File: src/rtl/lca_pkg.sv
// Shared lookahead-carry package: default width and the carry-chain helper
// used by the subtractor and the adder variants.
package lca_pkg;

    localparam int LCA_WIDTH_DEFAULT = 8;
    // Widest operand the carry helper supports; callers zero-extend p/g.
    localparam int LCA_MAX_WIDTH     = 64;

    // Carry vector c[0..LCA_MAX_WIDTH]: c[i+1] = g[i] | (p[i] & c[i]).
    // Zero-extended p/g bits yield zero carries above the caller's width.
    function automatic logic [LCA_MAX_WIDTH:0] lca_carries(
        input logic [LCA_MAX_WIDTH-1:0] p,
        input logic [LCA_MAX_WIDTH-1:0] g,
        input logic                     c0
    );
        logic [LCA_MAX_WIDTH:0] c;
        c[0] = c0;
        for (int i = 0; i < LCA_MAX_WIDTH; i++) begin
            c[i+1] = g[i] | (p[i] & c[i]);
        end
        return c;
    endfunction

endpackage

File: src/rtl/lca_pg_unit.sv
// Propagate/generate terms for a - b: the subtrahend is inverted so the
// adder lookahead computes a + ~b + ~bin.
module lca_pg_unit
    import lca_pkg::*;
#(
    parameter int WIDTH = LCA_WIDTH_DEFAULT
) (
    input  logic [WIDTH-1:0] i_a,
    input  logic [WIDTH-1:0] i_b,
    output logic [WIDTH-1:0] o_p,
    output logic [WIDTH-1:0] o_g
);

    logic [WIDTH-1:0] w_bb;

    assign w_bb = ~i_b;
    assign o_p  = i_a ^ w_bb;
    assign o_g  = i_a & w_bb;

endmodule

File: src/rtl/lca_subtractor_pipe.sv
// Two-stage lookahead-borrow subtractor with valid/ready on both sides.
// S1 holds p/g/c0, S2 holds diff/bout. Optional signed overflow output is
// enabled by defining LCA_SUB_OVF_EN.
module lca_subtractor_pipe
    import lca_pkg::*;
#(
    parameter int WIDTH = LCA_WIDTH_DEFAULT
) (
    input  logic             clk,
    input  logic             rst,
    input  logic             in_valid,
    output logic             in_ready,
    input  logic [WIDTH-1:0] a,
    input  logic [WIDTH-1:0] b,
    input  logic             bin,
    output logic             out_valid,
    input  logic             out_ready,
    output logic [WIDTH-1:0] diff,
    output logic             bout
`ifdef LCA_SUB_OVF_EN
    ,
    output logic             ovf
`endif
);

    logic [WIDTH-1:0]       w_p, w_g;
    logic                   w_s1_en, w_s2_en;

    logic                   r_s1_valid;
    logic [WIDTH-1:0]       r_p, r_g;
    logic                   r_c0;

    logic [LCA_MAX_WIDTH-1:0] w_p_ext, w_g_ext;
    logic [LCA_MAX_WIDTH:0]   w_c_all;
    logic [WIDTH:0]           w_c;
    logic                     w_unused_hi;
    logic [WIDTH-1:0]         w_diff;
    logic                     w_bout;

    logic                   r_out_valid;
    logic [WIDTH-1:0]       r_diff;
    logic                   r_bout;

`ifdef LCA_SUB_OVF_EN
    logic                   r_a_msb, r_b_msb;
    logic                   w_ovf;
    logic                   r_ovf;
`endif

    // S2 drains whenever it is empty or the consumer takes it; S1 moves when S2 can.
    assign w_s2_en  = !r_out_valid || out_ready;
    assign w_s1_en  = !r_s1_valid || w_s2_en;
    assign in_ready = w_s1_en && !rst;

    lca_pg_unit #(.WIDTH(WIDTH)) u_pg (
        .i_a (a),
        .i_b (b),
        .o_p (w_p),
        .o_g (w_g)
    );

    // S1: capture propagate/generate and the inverted borrow-in on input transfer
    always_ff @(posedge clk) begin
        if (rst) begin
            r_s1_valid <= 1'b0;
            r_p        <= '0;
            r_g        <= '0;
            r_c0       <= 1'b0;
`ifdef LCA_SUB_OVF_EN
            r_a_msb    <= 1'b0;
            r_b_msb    <= 1'b0;
`endif
        end else if (w_s1_en) begin
            r_s1_valid <= in_valid;
            if (in_valid) begin
                r_p  <= w_p;
                r_g  <= w_g;
                r_c0 <= ~bin;
`ifdef LCA_SUB_OVF_EN
                r_a_msb <= a[WIDTH-1];
                r_b_msb <= b[WIDTH-1];
`endif
            end
        end
    end

    // Lookahead carries from S1 state; upper helper bits beyond WIDTH are don't-care
    always_comb begin
        w_p_ext              = '0;
        w_g_ext              = '0;
        w_p_ext[WIDTH-1:0]   = r_p;
        w_g_ext[WIDTH-1:0]   = r_g;
        w_c_all              = lca_carries(w_p_ext, w_g_ext, r_c0);
    end

    assign w_c         = w_c_all[WIDTH:0];
    assign w_unused_hi = ^w_c_all;
    assign w_diff      = r_p ^ w_c[WIDTH-1:0];
    assign w_bout      = ~w_c[WIDTH];

`ifdef LCA_SUB_OVF_EN
    assign w_ovf = (r_a_msb != r_b_msb) && (w_diff[WIDTH-1] != r_a_msb);
`endif

    // S2: result register, held stable while the consumer stalls
    always_ff @(posedge clk) begin
        if (rst) begin
            r_out_valid <= 1'b0;
            r_diff      <= '0;
            r_bout      <= 1'b0;
`ifdef LCA_SUB_OVF_EN
            r_ovf       <= 1'b0;
`endif
        end else if (w_s2_en) begin
            r_out_valid <= r_s1_valid;
            if (r_s1_valid) begin
                r_diff <= w_diff;
                r_bout <= w_bout;
`ifdef LCA_SUB_OVF_EN
                r_ovf  <= w_ovf;
`endif
            end
        end
    end

    assign out_valid = r_out_valid;
    assign diff      = r_diff;
    assign bout      = r_bout;
`ifdef LCA_SUB_OVF_EN
    assign ovf       = r_ovf;
`endif

endmodule

File: config.mk
export PLATFORM = sky130hd
export DESIGN_NAME = lca_subtractor_pipe
export DESIGN_NICKNAME = d
export VERILOG_FILES = /design/src/rtl/lca_pkg.sv /design/src/rtl/lca_pg_unit.sv /design/src/rtl/lca_subtractor_pipe.sv
export SDC_FILE = /design/constraint.sdc
export NUM_CORES = 1
export LEC_CHECK = 0
export CAP_MARGIN = 10
export CORE_MARGIN = 2
export CORE_UTILIZATION = 45
export CTS_BUF_LIST = sky130_fd_sc_hd__clkbuf_8
export CTS_CLUSTER_SIZE = 16
export DETAILED_ROUTE_END_ITERATION = 10
export GPL_TIMING_DRIVEN = 0
export PLACE_DENSITY = 0.72
export SLEW_MARGIN = 20
export SYNTH_ARGS = -nofsm -noshare
export SYNTH_HDL_FRONTEND = slang
export SYNTH_SLANG_ARGS = --single-unit
File: constraint.sdc
create_clock -name clk -period 6.3 [get_ports clk]
set_input_delay 1.26 -clock clk [delete_from_list [all_inputs] [get_ports clk]]
set_output_delay 1.26 -clock clk [all_outputs]
set_load 0.1 [all_outputs]
# After elaboration in Yosys (flattened, before gate mapping)
# Index checks and enable logic that the tools add are counted.
[classes] bitwise_logic=22 n_reduce_logical=8
[op_table] cell="8-bit bitwise XOR" count=2
[op_table] cell="1-bit AND" count=8
[op_table] cell="8-bit AND" count=1
[op_table] cell="8-bit NOT" count=1
[op_table] cell="1-bit OR" count=8
[op_table] cell="2-bit AND reduction" count=2
[op_table] cell="1-bit zero test" count=3
[op_table] cell="1-bit logical OR" count=2
[op_table] cell="1-bit NOT" count=2
[op_table] cell="1-bit logical AND" count=1
[word_totals] inputBits=21 ff_bits=28 output_inout_bits=11 word_cells=37

# Logic depth before layout (Yosys ltp)
# Gate-level depths: netlist (run 1).
[depth] depth_word=17 depth_mapped=17 ltp_nobuf=17

# Cells and area by module
# From an unflattened synthesis (run 1), not the netlist that was laid out.
[hier_totals] hier_cells=156 area_unflattened_um2=1463.9
[modules_own_cells] module="lca_subtractor_pipe" instances=1 cells_each=140 area_per_inst_um2=1333.8
[modules_own_cells] module="lca_pg_unit" instances=1 cells_each=16 area_per_inst_um2=130.1

# Least setup slack after synthesis (run 1)
# Ideal clock, no wire load.
[synth_timing] path_kind="in2out" start="input rst" end="output in_ready" path_slack_ps=1835 t_arrival_ps=3205 t_required_ps=5040 cell_stages=4 cell_sequence="clkbuf_1 -> buf_2 -> buf_2 -> a21oi_1"
[synth_via] elab_chain_cells=2
[synth_lines] item="from (decl)" line_no="lca_subtractor_pipe.sv:10" source="input logic rst,"
[synth_lines] item="1-bit zero test" line_no="lca_subtractor_pipe.sv:53" source="assign in_ready = w_s1_en && !rst;"
[synth_lines] item="1-bit logical AND" line_no="lca_subtractor_pipe.sv:53"
[synth_lines] item="to (decl)" line_no="lca_subtractor_pipe.sv:12" source="output logic in_ready,"
# Every way passes these cells.

# Worst setup path in the final report (run 1)
[layout_timing] start="input out_ready" end="output in_ready"
[layout_via] elab_chain_cells=3
[layout_lines] item="from (decl)" line_no="lca_subtractor_pipe.sv:17" source="input logic out_ready,"
[layout_lines] item="1-bit logical OR" line_no="lca_subtractor_pipe.sv:51" source="assign w_s2_en = !r_out_valid || out_ready;"
[layout_lines] item="1-bit logical OR" line_no="lca_subtractor_pipe.sv:52" source="assign w_s1_en = !r_s1_valid || w_s2_en;"
[layout_lines] item="1-bit logical AND" line_no="lca_subtractor_pipe.sv:53"
# Every way passes these cells.

==> impl_metrics.ini, run 1 <==
[cells_and_area]
fin_nets = 228
layoutNonFillerInstCount = 234
diodes = 0
final_cell_mix = 33 x nand2b_1, 30 x clkdlybuf4s50_1, 28 x dfxtp_1
final_common_cell = nand2b_1
finalInstanceArea_mm2 = 0.001874
syn2layout_area_growth_pct = 28.03
layout-drive-gt1-share_pct = 9.474

[placed_design]
place_inst = 230
gp_congestion = 0.8022
io_buffer_count = 30
dpl_cell_area_mm2 = 0.001819
hpwl_um = 2203

[pwr]
power.internal_uw = 281.5
p_sw_uw = 115.5
p_per_area_mw_per_mm2 = 211.8
power_frac_seq_pct = 48.5
vdd_drop_max_mv = 0.2155
pwr-share-comb_pct = 22.8
clock_power_share_pct = 28.7
switching_share_pct = 29.08
power_leakage_uw = 0.0008257

[worst_setup_path]
crit_slowest_cell = clkdlybuf4s50_1
cp_data_required_time_ps = 5040
cpMostUsedCell = clkdlybuf4s50_1
worst_ep_arrival_time_ps = 3360
crit_chain = clkdlybuf4s50_1 -> nor2b_4 -> clkbuf_1 -> a21oi_1 -> clkdlybuf4s50_1
critPathLaunchType = input pin
path_delay_family = buffers and inverters
r2r_slack_ps = 1940
slowest_delay_ps = 1140
criticalPathCategory = in -> out
path_max_fanout = 10
cp_num_buf_inv = 3
cp-end-kind = output pin

[detailed_routing]
viasPerCell = 5.034
routed_wl_um = 2922
drcViolationCount = 0
routedWlPerCell_um = 12.49
ant_nets = 0
drt_iter0_markers = 29
drt_first_pass_iters = 4
via_count = 1178

[timing]
timing.final.crit_share_pct = 73.38
rsz0062_at_grt = no
finalSetupTns_ps = 0
max-slew-margin-rel_pct = 35.15
max_freq_ghz = 0.2163
setup_viol = 0
finalCriticalPeriod_ps = 4623
drv_slew = 0
timing.final.hold_violations = 0
finClkSkew_ps = 2.301
worst_slew_pin_slew_ps = 969.8

[grt]
overflow = 0
grt_busiest_layer = met2
grt_pass1_wl_um = 4919
grt_antenna_before_repair = 0
use_met1_pct = 21.35
grt_use_met3_pct = 3.151
grt_max_degree = 16
grtUsageMet2_pct = 32.37
grt_usage_pct = 17.74
grt_pass1_vias = 1152

[floorplanning]
coreArea_mm2 = 0.003078
fp.dieW_um = 61.04
placementRows = 20
die-area_mm2 = 0.003725
start_util_pct = 47.56
io-pin-count = 32
die_y_um = 61.04

[yosys]
synth_nets = 193
synthMuxAreaShare_pct = 11.71
synthCells = 156
ys_types = 19
synthesis.area_mm2 = 0.001464
synth_fa_ha_area_share_pct = 13.68
synthSimpleGateAreaFrac_pct = 22.22
yosysWarnings = 0
synth_seq_area_share_pct = 38.29
synth-compound-area-share_pct = 7.692
syn_area_per_cell_um2 = 9.384
synth_top_family_by_area = simple AND/OR/NAND/NOR gates
ys_ff_latch = 28
synth_xor_area_share_pct = 0

[run]
maxCapViolations = 0

[clocking]
cts_tree = built
clock-sinks = 28
holdBufCountCts = 0
cts_root_buf = clkbuf_8
htreeDepth = 1
clock_path_buffers = 2
clk_pin_slew_ps = 100
cts_setup_buffers = 0
cts_resized = 0
numCtsBuffers = 3
clk_latency_ps = 280

[worst_hold_path]
min-delay-path-class = reg -> reg

[status]
status = finished clean
==> per-stage QoR <==
step / power [µW] / util [%] / worst slack [ps] / hold WS [ps]
detailed placement: 287.6 / 59.11 / 1678 / 462.6
global placement: 285.7 / 59.11 / 1702 / 457.3
floorplan: 257.3 / - / 1835 / 443.5
global route: 415.6 / 60.89 / 1600 / 506.6
CTS: 398.8 / 60.89 / 1672 / 480.1
finish: 397.0 / 60.89 / 1677 / 478.6
==> worst register-to-register path: cells and delay by family (launching register included) <==
family / cells / cell delay [ps]
AO/OA/AOI/OAI: 1 / 150
flip-flops: 1 / 330
adder cells (fa/ha/maj): 8 / 1400
AND/OR/NAND/NOR: 8 / 2440
==> final cells by class <==
type                            count  area [µm²]
Buffer                             11       60.06
Multi-Input combinational cell    108       809.5
Tap cell                           44       55.05
Inverter                            9       33.78
Fill cell                         276        1204
Timing Repair Buffer               30       300.3
Sequential cell                    28       560.5
Clock buffer                        4       55.05
==> path summary, 6_finish.rpt <==
path | from | endpoint | depth (start not counted)
max | out_ready | in_ready | 5
min | r_g[5]$_SDFFE_PP0P_ | r_g[5]$_SDFFE_PP0P_ | 2
max reg2reg | r_p[0]$_SDFFE_PP0P_ | bout$_SDFFE_PP0P_ | 17
min reg2reg | r_g[5]$_SDFFE_PP0P_ | r_g[5]$_SDFFE_PP0P_ | 2
==> registers in the layout (all words and copies together), names as in the netlist <==
register / count
r_c0: 1
diff: 8
r_s1_valid: 1
bout: 1
r_g: 8
out_valid: 1
r_p: 8
==> layer usage <==
metal	up-vias	share of wire, %
met5	-	0
li1	587	-
met2	24	48
met3	4	3.5
met1	563	47
met4	0	1.1
==> power groups by stage <==
stage | logic [µW] | registers (µW) | clock network (µW)
after floorplan | 39.4 | 218 | 0
after global placement | 89.7 | 196 | 0
after detailed placement | 91.1 | 197 | 0
after CTS | 91.5 | 192 | 115
after global routing | 98.8 | 194 | 123
final | 90.6 | 192 | 114
==> synthesized netlist by cell type (all sizes together) <==
master,number,share of area [%]
clkbuf,6,1.5
dfxtp,28,38
mux2,1,0.77
or4,1,0.51
a21oi,12,4.1
nand2b,33,14
ha,16,14
inv,9,2.3
mux2i,16,11
nand3,8,2.7
or2,7,3.0
o21ai,9,3.1
nor2,2,0.51
buf,5,2.6
a21boi,1,0.51
nor2b,2,1.4
==> logic make-up (layout without fill, tap and decap cells) <==
kind of cell / Yosys count / after routing
AO/OA/AOI/OAI: 22 / 22
adder cells (fa/ha/maj): 16 / 16
buffers and inverters: 20 / 54
flip-flops: 28 / 28
multiplexers: 17 / 17
AND/OR/NAND/NOR: 53 / 53
(Power assumes the default switching activity.)
==> run 2, diff against run 1 <==
==> constraint.sdc (replaced) <==
create_clock -name clk -period 4.4 [get_ports clk]
set_input_delay 0.88 -clock clk [delete_from_list [all_inputs] [get_ports clk]]
set_output_delay 0.88 -clock clk [all_outputs]
set_load 0.1 [all_outputs]
==> run 2 against run 1 <==
Against the previous run: combinational power grew 46%; via count grew 0.93%; design area grew 1.0%; wire length grew 0.79%; critical path depth grew 12; sequential cell count is the same; sequential share of layout area shrank 0.23 points; first-iteration DRC count shrank 3.4%; worst hold slack lost 1.3 ps; utilization grew 0.61 points.
==> impl_metrics.ini, run 2 (synthesis results as in run 1) <==
[grt]
grt_usage_pct = 17.74
grt_pass1_wl_um = 4919
overflow = 0
grt_antenna_before_repair = 0
grt_pass1_vias = 1152
grt_max_degree = 16

[detailed_routing]
drt_first_pass_iters = 4
via_count = 1189
drcViolationCount = 0
routedWlPerCell_um = 12.59
ant_nets = 0
drt_iter0_markers = 28
routed_wl_um = 2945
viasPerCell = 5.081

[cells_and_area]
syn2layout_area_growth_pct = 29.32
final_common_cell = nand2b_1
nFillCells = 269
layout-drive-gt1-share_pct = 13.16
final_cell_mix = 33 x nand2b_1, 30 x clkdlybuf4s50_1, 27 x dfxtp_1
diodes = 0
fin_nets = 228

[placed_design]
hpwl_um = 2203
gp_congestion = 0.8022
pre_cts_ws_ps = 74.65
io_buffer_count = 30

[worst_setup_path]
criticalPathCategory = reg -> reg
path_max_fanout = 2
cp_data_required_time_ps = 4620
worst_ep_arrival_time_ps = 4480
cp-end-kind = flip-flop
critPathLaunchType = flip-flop

[run]
maxCapViolations = 0

[pwr]
power_leakage_uw = 0.0008165
vdd_drop_max_mv = 0.2963
p_per_area_mw_per_mm2 = 300.7

[clocking]
cts_root_buf = clkbuf_8
clock-sinks = 28
clk_latency_ps = 280
clk_pin_slew_ps = 100
numCtsBuffers = 3
cts_setup_buffers = 0
clock_path_buffers = 2
htreeDepth = 1
cts_tree = built

[timing]
finClkSkew_ps = 5.467
timing.hold.ws_ps = 477.3
timing.final.crit_share_pct = 96.90
setup_viol = 0
timing.final.hold_violations = 0
worst_slew_pin_slew_ps = 969.8
finalCriticalPeriod_ps = 4264
max_freq_ghz = 0.2345
drv_slew = 0
max-slew-margin-rel_pct = 35.15
layout_setup_ws_ps = 136.3

[worst_hold_path]
min-delay-path-class = reg -> reg

[floorplanning]
placementRows = 20
die-area_mm2 = 0.003725
fp.dieW_um = 61.04
io-pin-count = 32
start_util_pct = 47.56
coreArea_mm2 = 0.003078
die_y_um = 61.04

[status]
status = finished clean
==> run 2: cell types whose count changed in the layout (fill, tap and decap cells not counted) <==
cell / delta
a21oi_1: -1
a21oi_2: +1
dfxtp_1: -1
dfxtp_2: +1
ha_1: -4
ha_2: +4
or4_1: -1
or4_4: +1
==> run 2: stage by stage <==
step | TNS [ps] | instance area, µm² | std cells | power, µW | util [%]
floorplan | 0 | 1464 | 156 | 368.4 | -
global placement | 0 | 1819 | 230 | 409.1 | 59.11
detailed placement | 0 | 1819 | 230 | 411.8 | 59.11
CTS | 0 | 1874 | 234 | 571.0 | 60.89
global route | -4.416 | 1893 | 234 | 597.0 | 61.50
finish | 0 | 1893 | 234 | 569.2 | 61.50
==> run 2: final timing paths <==
check	startpoint	to	slack [ps]	cells after the start
setup / recovery	r_p[0]$_SDFFE_PP0P_	bout$_SDFFE_PP0P_	140	17
hold / removal	r_g[5]$_SDFFE_PP0P_	r_g[5]$_SDFFE_PP0P_	480	2
setup reg to reg	r_p[0]$_SDFFE_PP0P_	bout$_SDFFE_PP0P_	140	17
hold reg to reg	r_g[5]$_SDFFE_PP0P_	r_g[5]$_SDFFE_PP0P_	480	2
==> run 2: per-layer routing <==
layer  vias to the layer above  GRT usage (%)  wire length (µm)
met2                        28          32.37              1416
met4                         0          4.658                42
met1                       569          21.35              1385
met5                         -              0                 0
met3                         6          3.151               101
li1                        586              -                 -
==> run 2: report_power, final <==
part | switching [µW] | total (µW) | internal, µW
Sequential | 7.84 | 276 | 268
Combinational | 75.6 | 132 | 56.0
Clock | 81.5 | 162 | 80.2
==> run 2: timing repair <==
item | in CTS | in global routing
resized for setup | 0 | 7
endpoints found under the setup margin | 0 | 1
hold buffers | 0 | 0
==> run 2: cell type report <==
| cell class | instances | area, µm² | share of cell area (%) |
|---|---|---|---|
| multi-input combinational | 108 | 827.0 | 43.69 |
| inverter | 9 | 33.78 | 1.785 |
| buffer | 11 | 60.06 | 3.172 |
| tap | 44 | 55.05 | 2.908 |
| timing repair buffer | 30 | 300.3 | 15.86 |
| clock buffer | 4 | 55.05 | 2.908 |
| sequential | 28 | 561.8 | 29.68 |
==> run 2: critical path: stages, from the launching register on <==
cell and delay [ps]:
dfxtp_2 330, ha_1 180, or2_2 280, ha_1 170, or2_2 270, ha_1 170
or2_2 270, ha_1 170, or2_2 280, ha_2 160, or2_2 270, ha_2 170
or2_2 270, ha_2 180, or2_2 270, ha_2 170, or4_4 480, a21oi_2 120
==> run 3, diff against run 2 <==
--- a/config.mk
+++ b/config.mk
@@ -13,7 +13,8 @@
 export DETAILED_ROUTE_END_ITERATION = 10
 export GPL_TIMING_DRIVEN = 0
 export PLACE_DENSITY = 0.72
-export SLEW_MARGIN = 20
+export SLEW_MARGIN = 10
 export SYNTH_ARGS = -nofsm -noshare
 export SYNTH_HDL_FRONTEND = slang
 export SYNTH_SLANG_ARGS = --single-unit
+export TNS_END_PERCENT = 1
==> results of run 3 <==
Same layout as run 2: the final DEF is identical, and so are final timing and power.
